--- src/rtl/alu_pkg.sv ---
// Shared types and helpers for the register-datapath serial readers.
package alu_pkg;

    typedef enum logic {
        IDLE  = 1'b0,
        SHIFT = 1'b1
    } piso_state_t;

    // Counter width for indexing w bits; never narrower than one bit.
    function automatic int cnt_width(input int w);
        return (w < 2) ? 1 : $clog2(w);
    endfunction

endpackage

--- src/rtl/piso_bit_counter.sv ---
// Bit index counter for the serialiser: clears on load/flush/last, never wraps.
module piso_bit_counter
    import alu_pkg::*;
#(
    parameter int w = 8
) (
    input  logic                    clk,
    input  logic                    rst,
    input  logic                    clr,
    input  logic                    inc,
    output logic [cnt_width(w)-1:0] count,
    output logic                    at_last
);

    localparam int CW = cnt_width(w);

    logic [CW-1:0] count_q;
    logic [CW-1:0] count_d;

    always_comb begin
        count_d = count_q;
        if (clr) begin
            count_d = '0;
        end else if (inc) begin
            count_d = count_q + 1'b1;
        end
    end

    always_ff @(posedge clk or posedge rst) begin
        if (rst) begin
            count_q <= '0;
        end else begin
            count_q <= count_d;
        end
    end

    assign count   = count_q;
    assign at_last = (count_q == CW'(w - 1));

endmodule

--- src/rtl/piso_shift_reader.sv ---
// Parallel-in, serial-out reader: loads a w-bit word and emits it one bit per
// accepted valid/ready transfer, LSB- or MSB-first.
module piso_shift_reader
    import alu_pkg::*;
#(
    parameter int w         = 8,
    parameter bit MSB_FIRST = 1'b0
) (
    input  logic         clk,
    input  logic         rst,
    input  logic         in_valid,
    output logic         in_ready,
    input  logic [w-1:0] in_data,
    input  logic         flush,
    output logic         bit_out,
    output logic         bit_valid,
    input  logic         bit_ready,
    output logic         bit_last,
    output logic         busy
);

    localparam int CW = cnt_width(w);

    piso_state_t   state_q;
    piso_state_t   state_d;
    logic [w-1:0]  shift_q;
    logic [w-1:0]  shift_d;
    logic          load;
    logic          adv;
    logic          cnt_clr;
    logic          cnt_inc;
    logic          at_last;
    logic [CW-1:0] cnt_count;

    // flush outranks both the bit handshake and a load in the same cycle
    assign load = (state_q == IDLE) & in_valid & ~flush;
    assign adv  = (state_q == SHIFT) & bit_ready & ~flush;

    always_comb begin
        state_d = state_q;
        shift_d = shift_q;
        if (flush) begin
            state_d = IDLE;
            shift_d = '0;
        end else if (load) begin
            state_d = SHIFT;
            shift_d = in_data;
        end else if (adv) begin
            shift_d = MSB_FIRST ? {shift_q[w-2:0], 1'b0} : {1'b0, shift_q[w-1:1]};
            if (at_last) begin
                state_d = IDLE;
            end
        end
    end

    always_ff @(posedge clk or posedge rst) begin
        if (rst) begin
            state_q <= IDLE;
            shift_q <= '0;
        end else begin
            state_q <= state_d;
            shift_q <= shift_d;
        end
    end

    assign cnt_clr = flush | load | (adv & at_last);
    assign cnt_inc = adv & ~at_last;

    piso_bit_counter #(
        .w(w)
    ) u_counter (
        .clk    (clk),
        .rst    (rst),
        .clr    (cnt_clr),
        .inc    (cnt_inc),
        .count  (cnt_count),
        .at_last(at_last)
    );

    assign in_ready  = (state_q == IDLE) & ~rst;
    assign bit_valid = (state_q == SHIFT);
    assign busy      = (state_q == SHIFT);
    assign bit_out   = MSB_FIRST ? shift_q[w-1] : shift_q[0];
    assign bit_last  = at_last & bit_valid;

    a_count_in_range: assert property (
        @(posedge clk) disable iff (rst) cnt_count <= CW'(w - 1)
    );

endmodule

--- config.mk ---
export PLATFORM = sky130hd
export DESIGN_NAME = piso_shift_reader
export DESIGN_NICKNAME = d
export VERILOG_FILES = /design/src/rtl/alu_pkg.sv /design/src/rtl/piso_bit_counter.sv /design/src/rtl/piso_shift_reader.sv
export SDC_FILE = /design/constraint.sdc
export NUM_CORES = 1
export LEC_CHECK = 0
export CELL_PAD_IN_SITES_DETAIL_PLACEMENT = 0
export CELL_PAD_IN_SITES_GLOBAL_PLACEMENT = 2
export CORE_UTILIZATION = 29
export CTS_CLUSTER_DIAMETER = 80
export DETAILED_ROUTE_END_ITERATION = 6
export GPL_TIMING_DRIVEN = 0
export PLACE_DENSITY_LB_ADDON = 0.1
export REMOVE_ABC_BUFFERS = 1
export SETUP_SLACK_MARGIN = 0.2
export SLEW_MARGIN = 40
export SYNTH_ARGS = -nofsm -noshare
export SYNTH_HDL_FRONTEND = slang
export SYNTH_SLANG_ARGS = --single-unit
export TNS_END_PERCENT = 30
--- constraint.sdc ---
create_clock -name clk -period 1.7 [get_ports clk]
set_clock_uncertainty 0.1 [all_clocks]
set_input_delay 0.425 -clock clk [delete_from_list [all_inputs] [get_ports clk]]
set_output_delay 0.425 -clock clk [all_outputs]
set_load 0.005 [all_outputs]
# Word level (Yosys, flattened, before mapping)
# Index checks and enable logic that the tools add are counted.
# W data, S select, Z words.
[totals] wordCells=32 out_inout_bits=5 inputBits=13 reg_bits=12
[classes] bitwise_logic=14 add_sub_neg=1 n_eq_ne=1 n_mux=9 n_reduce_logical=4
[op_table] op="$mux W8" n=3
[op_table] op="$and A1 B1 Y1" n=8
[op_table] op="$mux W3" n=2
[op_table] op="$reduce_bool A3 Y1" n=2
[op_table] op="$mux W1" n=4
[op_table] op="$not A1 Y1" n=4
[op_table] op="$add A3 B1 Y3 const B" n=1
[op_table] op="$eq A3 B3 Y1 const B" n=1
[op_table] op="$or A1 B1 Y1" n=2
[op_table] op="$reduce_and A2 Y1" n=1
[op_table] op="$reduce_bool A2 Y1" n=1

# Logic depth before layout (Yosys ltp)
[logic_depth] ltp_word=6 depth_mapped=5 mapped_depth_nobuf=5

# By module
# A second synthesis with hierarchy kept.
[hier_totals] hier_cells=67 hier_area_um2=690.7
[modules_own_cells] mod="piso_shift_reader" instances=1 seq_area_each_um2=225.2 area_per_inst_um2=546.8 cells_each=55
[modules_own_cells] mod="piso_bit_counter" instances=1 seq_area_each_um2=75.1 area_per_inst_um2=143.9 cells_each=12

# Worst setup path before layout
# No wires, ideal clock.
[synth_path] path_type="reg2reg" startpoint="register state_q (netlist: bit_valid)" endpoint="register shift_q[0]" stages_incl_launch_ff=6 t_arrival_ps=1347 synth_period_minus_slack_ps=1566 required_time_ps=1481 n_path_buf=2 slack_ps=134 cell_sequence="dfrtp_1 -> and2_1 -> buf_6 -> or3_4 -> buf_6 -> a2bb2oi_2"
[synth_via] elab_chain_cells=5 elab_cells_between_ends=8 classes_between="mux: 2; bitwise: 5; reduce/logical: 1"
[synth_rtl] element="start: declaration" line="piso_shift_reader.sv:24" rtl="piso_state_t state_q;"
[synth_rtl] element="start signal: assignment" line="piso_shift_reader.sv:61" rtl="state_q <= state_d;"
[synth_rtl] element="$not A1 Y1" line="piso_shift_reader.sv:36" rtl="assign load = (state_q == IDLE) & in_valid & ~flush;"
[synth_rtl] element="$and A1 B1 Y1 (2 in series)" line="piso_shift_reader.sv:36"
[synth_rtl] element="$mux W8" line="piso_shift_reader.sv:45" rtl="end else if (load) begin"
[synth_rtl] element="$mux W8" line="piso_shift_reader.sv:42" rtl="if (flush) begin"
[synth_rtl] element="end signal: assignment" line="piso_shift_reader.sv:62" rtl="shift_q <= shift_d;"
[synth_rtl] element="end: declaration" line="piso_shift_reader.sv:26" rtl="logic [w-1:0] shift_q;"
# Several ways; a longest one is shown, not always the timed one.
# A chain may end at the register's enable or synchronous reset.

# Worst setup path in the final report
[layout_path] startpoint="register u_counter.count_q[1] (netlist: u_counter.count[1])" endpoint="output port bit_last"
[layout_via] elab_chain_cells=2
[layout_rtl] element="start: declaration" line="piso_bit_counter.sv:17" rtl="logic [CW-1:0] count_q;"
[layout_rtl] element="start signal: assignment" line="piso_bit_counter.sv:33" rtl="count_q <= count_d;"
[layout_rtl] element="$eq A3 B3 Y1" line="piso_bit_counter.sv:38" rtl="assign at_last = (count_q == CW'(w - 1));"
[layout_rtl] element="$and A1 B1 Y1" line="piso_shift_reader.sv:84" rtl="assign bit_last = at_last & bit_valid;"
[layout_rtl] element="end: declaration" line="piso_shift_reader.sv:18" rtl="output logic bit_last,"
# No other way between the ends.

==> impl_metrics.tcl <==
set metrics [dict create \
    leakage_nw 0.4219 \
    synth_seq_cells 12 \
    wl_per_cell_um 12.34 \
    fmax_ghz 0.5566 \
    htreeDepth 1 \
    cts-root-buf "clkbuf_4" \
    cts_made_buffers 3 \
    cp.required_ps 1170 \
    synthCells 70 \
    syn_area_um2 734.5 \
    netlist-cell-type-count 20 \
    hold_viol 0 \
    status "finished with violations" \
    grt_overflow 0 \
    reg2reg_depth 4 \
    syn_area_per_cell_um2 10.49 \
    grt_pass1_wl_mm 2.470 \
    antenna_found_initial 0 \
    num_vias 541 \
    cp.arrival_ps 1270 \
    synth_warnings 0 \
    dpl.hpwl_um 968.8 \
    grt_pass1_vias 541 \
    slew_violations 0 \
    worst_slack_ps -96.57 \
    setup_viol_count_final 1 \
    max_stage_delay_ps 410 \
    initial_core_util 0.3197 \
    final_cell_mix "nand2_1 (13), dfrtp_1 (11), inv_1 (8), clkdlybuf4s50_1 (8)" \
    path_class "flop to output pin" \
    syn2layout_area_growth_pct 32.71 \
    fin_crit_sh 1.057 \
    io_pins 18 \
    worst_pin_slew_ps 487.7 \
    hp-class "input port to asynchronous set/reset pin" \
    finalNetCount 105 \
    cts_tree "yes" \
    end_kind "output pin" \
    antenna-diode-count 0 \
    clk_latency_ps 270 \
    grtUsageTotal 0.1287 \
    dr.pass1.iters 2 \
    clkTransAtPathRegs_ps 80 \
    path_max_fanout 2 \
    drc 0 \
    maxCapViolations 0 \
    final_common_cell "nand2_1" \
    viasPerCell 4.664 \
    place_congestion 0.6482 \
    die_h_um 52.33 \
    drt-total-wl_mm 1.431 \
    io_buffers 17 \
    ir_drop_uv 407.3 \
    cts_buffer_depth 2 \
    clkSinkCount 12 \
    rows 17 \
    core_um2 2297 \
    period_minus_slack_ps 1797 \
    violations "setup timing" \
    rsz0062_at_grt "true" \
    slew_headroom 0.6745 \
    drive_gt1_frac 0.3864 \
    slowest_stage "dfrtp_1" \
    yosysSeqAreaShare 0.4089 \
    total_power_mw 0.6674 \
    powerDensity_nw_per_um2 684.7 \
    die-area_um2 2738 \
    grt_max_degree 13 \
    final_antenna_net_count 0 \
    startpoint_type "flop" \
    path_cells "ha_2 -> ha_4 -> and2_4 -> buf_6" \
    drt_iter0_drc 4 \
    setup-tns-final_ps -96.57 \
    die_width_um 52.33 \
]
[what timing repair did]
| action | CTS | global route |
|---|---|---|
| hold buffers | 0 | 0 |
| setup buffers | 3 | 0 |
| resized for setup | 24 | 5 |
| cloned | 0 | 0 |
| pin swaps | 13 | 9 |
| endpoints found under the setup margin | 14 | 13 |
[stage by stage]
| stage | cell area, um^2 | worst slack [ps] | cells | util | hold WS (ps) |
|---|---|---|---|---|---|
| floorplan | 689.4 | 200.2 | 65 | - | 189.7 |
| global placement | 894.6 | -430.4 | 110 | 0.3894 | 410.3 |
| detailed placement | 894.6 | -450.1 | 110 | 0.3894 | 414.7 |
| CTS | 962.2 | -97.11 | 116 | 0.4188 | 238.8 |
| global route | 974.7 | -136.4 | 116 | 0.4243 | 263.4 |
| finish | 974.7 | -96.57 | 116 | 0.4243 | 227.1 |
[cell type report]
cell class | instances | area (um^2)
well taps | 28 | 35.03
flip-flops and latches | 12 | 301.5
repair buffers | 20 | 190.2
clock buffers | 3 | 22.52
inverters | 8 | 30.03
multi-input cells | 45 | 395.4
fillers | 241 | 1323
[registers in the layout, summed over array words and instances (netlist names)]
name,count
bit_valid,1
shift_q,8
u_counter.count,3
[path summary, 6_finish.rpt]
path                               startpoint         end  slack, ps
min                                       rst  shift_q[7]        230
max in group asynchronous                 rst   bit_valid        920
max reg2reg                         bit_valid  shift_q[2]        110
min in group clk                   shift_q[7]  shift_q[7]        410
min reg2reg                        shift_q[7]  shift_q[7]        410
max                        u_counter.count[1]    bit_last       -100
[cell usage after synthesis, drive strengths merged]
cell,n,area [um^2]
ha,2,25.02
nor2b,1,8.760
nor3b,1,12.51
and2,2,13.77
dfrtp,12,300.3
or3,2,17.52
nor2,2,7.510
clkbuf,1,3.750
inv,8,30.03
nand2,13,48.80
o21ai,1,8.760
a211o,7,70.07
buf,4,41.29
or2,1,6.260
a2bb2oi,7,105.1
a21oi,4,20.02
nand3b,2,15.01
[per-layer routing]
layer  global-route usage  up-vias  wire [um]
li1                     -      275          -
met1               0.1502      250        652
met2               0.2173       14        682
met3              0.05507        2         81
met4              0.02632        0         14
met5                    0        -          0
[where the power goes]
group,switching [mW],internal [mW]
Sequential,0.0163,0.308
Clock,0.0955,0.0819
Combinational,0.0673,0.0980
[cells by family after synthesis]
group | share of synthesized area
AOI/OAI and AO/OA | 0.2777
adders and majority gates | 0.03407
buffers and inverters | 0.1022
DFF | 0.4089
and+or+nand+nor | 0.1772
[worst max-delay path, delay by kind of cell (launching register included)]
kind / cells / cell delay [ps]
adder cells (fa/ha/maj): 2 / 370
buffers and inverters: 1 / 100
AND/OR/NAND/NOR: 1 / 130
flip-flops: 1 / 410
Note: power is estimated with default switching activity, not from simulation.
